## config.mk

```make
export PLATFORM = sky130hd
export DESIGN_NAME = rom_stream_reader
export DESIGN_NICKNAME = d
export VERILOG_FILES = /design/src/rtl/rom_reader_pkg.sv /design/src/rtl/rom_stream_fifo2.sv /design/src/rtl/rom_stream_reader.sv
export SDC_FILE = /design/constraint.sdc
export NUM_CORES = 1
export LEC_CHECK = 0
export ABC_CLOCK_PERIOD_IN_PS = 2300
export BUFFER_PORTS_ARGS = -buffer_cell sky130_fd_sc_hd__buf_2
export CELL_PAD_IN_SITES_DETAIL_PLACEMENT = 0
export CELL_PAD_IN_SITES_GLOBAL_PLACEMENT = 1
export CORE_ASPECT_RATIO = 1.5
export CORE_MARGIN = 3
export CORE_UTILIZATION = 42
export CTS_CLUSTER_SIZE = 14
export DETAILED_ROUTE_END_ITERATION = 8
export GPL_TIMING_DRIVEN = 0
export PLACE_DENSITY = 0.85
export SLEW_MARGIN = 10
export SYNTH_ARGS = -nofsm -noshare
export SYNTH_HDL_FRONTEND = slang
export SYNTH_SLANG_ARGS = --single-unit
```

## constraint.sdc

```tcl
create_clock -name clk -period 2.3 [get_ports clk]
set_clock_uncertainty 0.15 [all_clocks]
set_input_delay 0.115 -clock clk [delete_from_list [all_inputs] [get_ports clk]]
set_output_delay 0.115 -clock clk [all_outputs]
set_load 0.01 [all_outputs]
```

## src/rtl/rom_reader_pkg.sv

```systemverilog
// rtl/rom_reader_pkg.sv - shared FSM state type and reset constants for the ROM stream reader
package rom_reader_pkg;

   typedef enum logic [1:0] {
      ST_IDLE  = 2'd0,
      ST_RUN   = 2'd1,
      ST_DRAIN = 2'd2
   } rd_state_e;

   localparam logic RST_FLAG = 1'b0;
   localparam int unsigned RST_VALUE = 0;

endpackage

```

## src/rtl/rom_stream_fifo2.sv

```systemverilog
// rtl/rom_stream_fifo2.sv - two-entry FIFO holding ROM words and their last-of-burst flag
module rom_stream_fifo2 #(
   parameter int DATA_WIDTH = 9
) (
   input  logic                  clk,
   input  logic                  rst,
   input  logic                  push_i,
   input  logic [DATA_WIDTH-1:0] push_data_i,
   input  logic                  push_last_i,
   input  logic                  pop_i,
   output logic [DATA_WIDTH-1:0] data_o,
   output logic                  last_o,
   output logic [1:0]            count_o
);
   import rom_reader_pkg::*;

   logic [DATA_WIDTH-1:0] data_q [2];
   logic                  last_q [2];
   logic                  wr_ptr_q;
   logic                  rd_ptr_q;
   logic [1:0]            count_q;

   always_ff @(posedge clk) begin
      if (rst) begin
         for (int i = 0; i < 2; i++) begin
            data_q[i] <= DATA_WIDTH'(RST_VALUE);
            last_q[i] <= RST_FLAG;
         end
         wr_ptr_q <= 1'b0;
         rd_ptr_q <= 1'b0;
         count_q  <= 2'd0;
      end else begin
         if (push_i) begin
            data_q[wr_ptr_q] <= push_data_i;
            last_q[wr_ptr_q] <= push_last_i;
            wr_ptr_q         <= ~wr_ptr_q;
         end
         if (pop_i) begin
            rd_ptr_q <= ~rd_ptr_q;
         end
         case ({push_i, pop_i})
            2'b10:   count_q <= count_q + 2'd1;
            2'b01:   count_q <= count_q - 2'd1;
            default: count_q <= count_q;
         endcase
      end
   end

   assign data_o  = data_q[rd_ptr_q];
   assign last_o  = last_q[rd_ptr_q];
   assign count_o = count_q;

endmodule

```

## src/rtl/rom_stream_reader.sv

```systemverilog
// rtl/rom_stream_reader.sv - burst reader streaming ROM words with backpressure
// ROM_READER_WRAP_EN: addresses wrap at DEPTH-1 instead of rejecting out-of-range bursts
module rom_stream_reader #(
   parameter  int DATA_WIDTH = 9,
   parameter  int DEPTH      = 5,
   localparam int ADDR_WIDTH = $clog2(DEPTH),
   localparam int CNT_WIDTH  = ADDR_WIDTH + 1
) (
   input  logic                  clk,
   input  logic                  rst,
   input  logic                  start,
   input  logic [ADDR_WIDTH-1:0] start_addr,
   input  logic [CNT_WIDTH-1:0]  count,
   output logic                  busy,
   output logic                  done,
   output logic                  err,
   output logic                  rom_rd_en,
   output logic [ADDR_WIDTH-1:0] rom_addr,
   input  logic [DATA_WIDTH-1:0] rom_data,
   output logic                  out_valid,
   input  logic                  out_ready,
   output logic [DATA_WIDTH-1:0] out_data,
   output logic                  out_last
);
   import rom_reader_pkg::*;

   rd_state_e             state_q;
   logic [ADDR_WIDTH-1:0] addr_q, addr_d;
   logic [CNT_WIDTH-1:0]  left_q;
   logic                  inflight_q;
   logic                  inflight_last_q;
   logic                  done_q;
   logic                  err_q;
   logic [1:0]            fifo_count;
   logic [DATA_WIDTH-1:0] fifo_data;
   logic                  fifo_last;
   logic                  fifo_pop;
   logic [2:0]            occ;
   logic                  start_bad;

`ifdef ROM_READER_WRAP_EN
   assign start_bad = 1'b0;
`else
   logic [CNT_WIDTH:0] end_sum;
   assign end_sum   = {1'b0, CNT_WIDTH'(start_addr)} + {1'b0, count};
   assign start_bad = (CNT_WIDTH'(start_addr) >= CNT_WIDTH'(DEPTH)) ||
                      (end_sum > (CNT_WIDTH+1)'(DEPTH));
`endif

   assign out_valid = (fifo_count != 2'd0);
   assign fifo_pop  = out_valid && out_ready;

   // A read may issue only if its word is guaranteed a FIFO slot when it lands.
   always_comb begin
      occ       = {1'b0, fifo_count} + {2'b00, inflight_q};
      rom_rd_en = (state_q == ST_RUN) && (occ < (fifo_pop ? 3'd3 : 3'd2));
      addr_d    = addr_q;
      if (rom_rd_en) begin
         addr_d = (addr_q == ADDR_WIDTH'(DEPTH-1)) ? '0 : addr_q + 1'b1;
      end
   end

   always_ff @(posedge clk) begin
      if (rst) begin
         state_q         <= ST_IDLE;
         addr_q          <= ADDR_WIDTH'(RST_VALUE);
         left_q          <= CNT_WIDTH'(RST_VALUE);
         inflight_q      <= RST_FLAG;
         inflight_last_q <= RST_FLAG;
         done_q          <= RST_FLAG;
         err_q           <= RST_FLAG;
      end else begin
         done_q          <= 1'b0;
         err_q           <= 1'b0;
         inflight_q      <= rom_rd_en;
         inflight_last_q <= rom_rd_en && (left_q == CNT_WIDTH'(1));
         addr_q          <= addr_d;
         case (state_q)
            ST_IDLE: begin
               if (start) begin
                  if (start_bad) begin
                     err_q <= 1'b1;
                  end else if (count == '0) begin
                     done_q <= 1'b1;
                  end else begin
                     state_q <= ST_RUN;
                     addr_q  <= start_addr;
                     left_q  <= count;
                  end
               end
            end
            ST_RUN: begin
               if (rom_rd_en) begin
                  left_q <= left_q - 1'b1;
                  if (left_q == CNT_WIDTH'(1)) begin
                     state_q <= ST_DRAIN;
                  end
               end
            end
            ST_DRAIN: begin
               if (fifo_pop && fifo_last) begin
                  state_q <= ST_IDLE;
                  done_q  <= 1'b1;
               end
            end
            default: state_q <= ST_IDLE;
         endcase
      end
   end

   rom_stream_fifo2 #(
      .DATA_WIDTH (DATA_WIDTH)
   ) u_fifo (
      .clk         (clk),
      .rst         (rst),
      .push_i      (inflight_q),
      .push_data_i (rom_data),
      .push_last_i (inflight_last_q),
      .pop_i       (fifo_pop),
      .data_o      (fifo_data),
      .last_o      (fifo_last),
      .count_o     (fifo_count)
   );

   assign busy     = (state_q != ST_IDLE);
   assign done     = done_q;
   assign err      = err_q;
   assign rom_addr = addr_q;
   assign out_data = fifo_data;
   assign out_last = fifo_last && out_valid;

endmodule

```

==> results of run 1 <==
cell usage after synthesis, drive strengths merged (2+ instances only):
master,n,area (um^2)
a2111oi,2,30.0
a211oi,3,27.5
a21oi,13,68.8
and2,20,125
buf,3,23.8
dfxtp,18,360
edfxtp,20,601
ha,10,125
inv,16,60.1
mux2,9,101
nand2,7,26.3
nand3,2,15.0
nor2,16,62.6
nor3,9,50.1
o2111ai,4,35.0
o21a,2,15.0
o21ai,10,57.6
xnor2,4,35.0
xor2,2,17.5
worst max-delay path: stages:
cell and delay [ns]:
dlygate4sd3_1 0.54, buf_2 0.14, ha_1 0.32, nor3_1 0.08, a2111oi_2 0.42, a21oi_2 0.16, o31ai_1 0.25, a21oi_1 0.09
through the flow:
step	hold WS [ns]	instance area, um^2
after floorplan	0.137	2010
after global placement	0.257	2270
after detailed placement	0.261	2280
after CTS	0.00482	2550
after global routing	0.0257	2550
final	0.00991	2550
power by group through the flow:
stage / Sequential (mW) / Combinational, mW / Clock (mW)
CTS: 0.760 / 0.248 / 0.715
global placement: 0.775 / 0.226 / 0
global route: 0.764 / 0.275 / 0.731
finish: 0.760 / 0.245 / 0.700
detailed placement: 0.776 / 0.230 / 0
floorplan: 0.774 / 0.151 / 0
cell type report:
type / count / area share
sequential: 38 / 0.376
multi-input combinational: 132 / 0.376
timing repair buffer: 51 / 0.126
clock buffer: 6 / 0.0323
tap: 64 / 0.0314
clock inverter: 2 / 0.0235
inverter: 16 / 0.0235
buffer: 4 / 0.0108
cells in the final DEF (no fill, tap or decap), drive strengths merged, types with 2 or more instances in the layout:
master | Yosys | final
o21ai | 10 | 10
dlygate4sd3 | 0 | 13
edfxtp | 20 | 20
nor3 | 9 | 9
mux2 | 9 | 9
nand3 | 2 | 2
o2111ai | 4 | 4
a21oi | 13 | 13
bufinv | 0 | 2
a2111oi | 2 | 2
a211oi | 3 | 3
o21a | 2 | 2
dfxtp | 18 | 18
xnor2 | 4 | 4
nor2 | 16 | 16
inv | 16 | 16
and2 | 20 | 20
nand2 | 7 | 7
buf | 3 | 41
ha | 10 | 10
xor2 | 2 | 2
clkbuf | 1 | 7
worst paths after layout:
check	start	endpoint	slack [ns]	depth (start not counted)
max	start_addr[2]	left_q[0]$_SDFFE_PP0P_	0.22	8
min	rst	left_q[0]$_SDFFE_PP0P_	0.01	3
max reg2reg	u_fifo.count_o[0]$_SDFFE_PP0P_	left_q[3]$_SDFFE_PP0P_	0.35	6
min reg2reg	left_q[1]$_SDFFE_PP0P_	left_q[1]$_SDFFE_PP0P_	0.35	2
sequential cells by signal (all words and copies together) (netlist names), 2 cells and up, named ones only:
register        count
u_fifo.data_q      18
left_q              4
rom_addr            3
state_q             2
u_fifo.count_o      2
u_fifo.last_q       2
per-layer routing:
layer	up-vias	part of all wire	global-route usage	wire length [um]
met3	7	0.032	0.0286	132
met4	0	0.018	0.0700	73
li1	799	-	-	-
met1	740	0.39	0.163	1630
met5	-	0	0	0
met2	34	0.55	0.305	2290
logic make-up (layout without fill, tap and decap cells):
group           after synthesis  count (layout)  share of synthesized area
compound gates               41              41                      0.147
xor+xnor                      6               6                     0.0262
fa+ha+maj                    11              11                     0.0723
buf+inv                      20              79                     0.0436
flops                        38              38                      0.479
mux                          10              10                     0.0555
simple gates                 64              64                      0.177
==> metrics.csv, run 1 <==
metric,value,unit
outcome,"finished, final reports clean",
synth_edf_count,20,
clk_latency,0.29,ns
path_class,in -> reg,
antenna_found_initial,0,
gp_congestion,0.738,
grt_pass1_wl,7220,um
cp-start-kind,input pin,
die_w,62.5,um
finalSetupTns,0,ns
drtIter0Drc,49,
stdcell_count,313,
worstPathMaxFanout,4,
utilization,0.558,
hold_class,in -> reg,
worst_setup_path_end_kind,flop,
p_comb_frac,0.144,
die_area,5660,um^2
yosysWarnings,0,
antenna_left,0,
htreeDepth,2,
nFillCells,454,
async_flop_share,0,
ys_types,48,
hpwl,3080,um
first_pass_iters,4,
numCtsBuffers,5,
arrival,2.11,ns
detail_route.drc_violations,0,
layout_setup_ws,0.223,ns
wire_per_inst,13.2,um
multiInputGateArea,960,um^2
grt_pass1_vias,1590,
cts_root_buf,clkbuf_8,
drv_slew,0,
fin_crit,2.08,ns
synth_nets,221,
cts_buffer_depth,2,
grt.total_usage,0.159,
p_switching,387,uW
required,2.33,ns
post-route-period-util,0.903,
numPortBuffers,37,
fp.dieH,90.7,um
grt_overflow,0,
p_sw_frac,0.227,
drt_wl_total,4130,um
diodes,0,
clock-sinks,38,
vias,1580,
tritoncts,done,
ys_ff_latch,38,
grt_max_degree,13,
post_cts_resized,0,
max_freq,0.481,GHz
seqPwrFrac,0.446,
max-slew-margin-rel,0.383,
synthCells,190,
hold_buffers,13,
finalSetupViolCount,0,
power.internal,1.32,mW
viasPerCell,5.05,
maxCapViolations,0,
totalPowerFinal,1.70,mW
num_rows,30,
nNetsFinal,279,
syn2layout_area_growth,27.2,%
core-area,4580,um^2
postSynthAreaPerCell,10.6,um^2
worst_pin_slew,0.919,ns
ys_seq_area_frac,0.479,
hold_viol,0,
rsz0062_at_grt,false,
drive_gt1_frac,0.277,
cts.clk_slew.worst_paths,0.08,ns
syn_area,2010,um^2
leakagePower,1.06,nW
ioPinCount,38,
dp_slack,0.0722,ns
post-cts-setup-buffer-count,0,
placed_cells,292,
seq_area,961,um^2
irDropWorstVdd,0.000454,V
synth_ff_type,edfxtp_1,
pwr-share-clk,0.410,
start_util,0.439,
power_density,668,nW/um^2
Power figures use the tool's default switching activity.
==> inputs of run 2 (changes only) <==
Settings changed: REMOVE_ABC_BUFFERS set to 1.
==> metrics.csv, run 2 (same netlist as run 1, synthesis figures left out) <==
metric,value,unit,change
outcome,"finished, final reports clean",,
grt_overflow,0,,unchanged
cp_cell_sequence,"dlygate4sd3_1, buf_2, ha_1, nor3_1, a2111oi_2, a21oi_2, o31ai_1, a21oi_1",,
hpwl,3140,um,+1.7%
post-route-period-util,0.923,,+0.0199
gp_congestion,0.728,,-1.2%
start_util,0.439,,unchanged
cts.clk_slew.worst_paths,0.08,ns,about the same
num_rows,30,,unchanged
numPortBuffers,37,,unchanged
rsz0062_at_grt,false,,
utilization,0.553,,-0.00492
clock-sinks,38,,unchanged
cp-endpoint,left_q[0]$_SDFFE_PP0P_,,
cp_slowest_stage_delay,0.54,ns,about the same
die_w,62.5,um,unchanged
wire_per_inst,13.3,um,+0.94%
placed_cells,289,,-1.0%
cp-start-kind,input pin,,
irDropWorstVdd,0.000361,V,-20%
first_pass_iters,4,,unchanged
diodes,0,,unchanged
worstPathMaxFanout,4,,unchanged
hold_viol,0,,unchanged
hold_class,in -> reg,,
cts_buffer_depth,2,,unchanged
r2r_setup_slack,0.30,ns,-0.05 ns
fin_crit,2.12,ns,+0.0457 ns
worst_pin_slew,0.947,ns,+0.0284 ns
drtIter0Drc,51,,+4.1%
antenna_found_initial,0,,unchanged
vias,1568,,-0.76%
grt_pass1_vias,1636,,+2.9%
rr_endpoint,left_q[1]$_SDFFE_PP0P_,,
worstRegToRegCells,6,,unchanged
syn2layout_area_growth,26.0,%,
final_cell_mix,"buf_2 (37), and2_1 (20), edfxtp_1 (20), dfxtp_1 (18), inv_1 (16)",,
post-cts-setup-buffer-count,0,,unchanged
drt_wl_total,4120,um,about the same
multiInputGateArea,962,um^2,+0.26%
grt_pass1_wl,7220,um,unchanged
finalSetupTns,0,ns,unchanged
stdcell_count,310,,-0.96%
fp.dieH,90.7,um,unchanged
core-area,4580,um^2,unchanged
antenna_left,0,,unchanged
drive_gt1_frac,0.276,,-0.000686
largest_reg_flops,18,,unchanged
required,2.31,ns,-0.02 ns
final_common_cell,buf_2,,
worst_setup_path_end_kind,flop,,
cts_root_buf,clkbuf_8,,
finalSetupViolCount,0,,unchanged
grt_max_degree,22,,+9
numCtsBuffers,5,,unchanged
maxCapViolations,0,,unchanged
slowest_stage,dlygate4sd3_1,,
grt.total_usage,0.157,,-0.00226
power_density,660,nW/um^2,-1.1%
r2r-start,u_fifo.count_o[0]$_SDFFE_PP0P_,,
clk_latency,0.28,ns,about the same
htreeDepth,2,,unchanged
viasPerCell,5.06,,+0.20%
leakagePower,1.04,nW,-1.6%
regMostFlops,u_fifo.data_q,,
die_area,5660,um^2,unchanged
nNetsFinal,276,,-1.1%
hp-start,rst,,
ioPinCount,38,,unchanged
detail_route.drc_violations,0,,unchanged
tritoncts,done,,
cp-startpoint,start_addr[2],,
path_class,in -> reg,,
max_freq,0.471,GHz,-2.2%
drv_slew,0,,unchanged
max-slew-margin-rel,0.364,,-0.0191
arrival,2.13,ns,+0.02 ns
nFillCells,450,,-0.88%
seq_area,961,um^2,unchanged
run 2: changes by cell type in the layout (fill, tap and decap cells not counted), sizes merged:
cell / before / now
clkinv: 0 / 1
buf: 41 / 39
clkbuf: 7 / 5
run 2: worst max-delay path, delay by kind of cell:
family	cells	cell delay, ns
AND/OR/NAND/NOR	1	0.08
adder cells (fa/ha/maj)	1	0.32
AO/OA/AOI/OAI	4	0.92
buffers and inverters	2	0.68
run 2: report_power, final:
part	internal, mW	leakage, nW	switching (mW)
Sequential	0.742	0.353	0.0226
Combinational	0.111	0.620	0.129
Clock	0.434	0.0683	0.233
Total	1.29	1.04	0.384
run 2: worst min-delay path by stage:
stage / endpoint / depth (start not counted) / slack (ns)
finish: u_fifo.rd_ptr_q$_SDFFE_PP0P_ / 2 / 0.08
global route: done$_SDFF_PP0_ / 4 / 0.12
CTS: inflight_q$_SDFF_PP0_ / 2 / 0.08
detailed placement: u_fifo.data_q[0][8]$_SDFFCE_PN0P_ / 2 / 0.26
global placement: u_fifo.data_q[1][4]$_SDFFCE_PN0P_ / 2 / 0.25
floorplan: done$_SDFF_PP0_ / 1 / 0.03
run 2: cell type report:
type,instances,area share
multi-input combinational,132,0.380
clock inverter,3,0.0272
inverter,16,0.0237
tap,64,0.0316
sequential,38,0.380
clock buffer,5,0.0272
timing repair buffer,52,0.130
run 2: stage by stage:
stage / setup slack (ns) / power, mW / hold slack, ns / cell area, um^2
CTS: 0.147 / 1.69 / 0.0788 / 2530
finish: 0.177 / 1.67 / 0.0810 / 2530
global placement: 0.0500 / 0.995 / 0.251 / 2250
floorplan: 0.354 / 0.917 / 0.0296 / 1980
detailed placement: 0.0588 / 1.00 / 0.258 / 2260
global route: 0.0457 / 1.75 / 0.116 / 2530
run 2: repair_timing:
action / CTS / global route
hold endpoints to repair: 22 / 0
hold buffers: 13 / 0
setup endpoints to repair: 0 / 1
resized for setup: 0 / 1
run 2: metal layers:
layer	wire length [um]	GRT usage	vias up
li1	-	-	793
met1	1570	0.164	738
met2	2360	0.311	32
met3	149	0.0224	5
met4	49	0.0497	0
met5	0	0	-
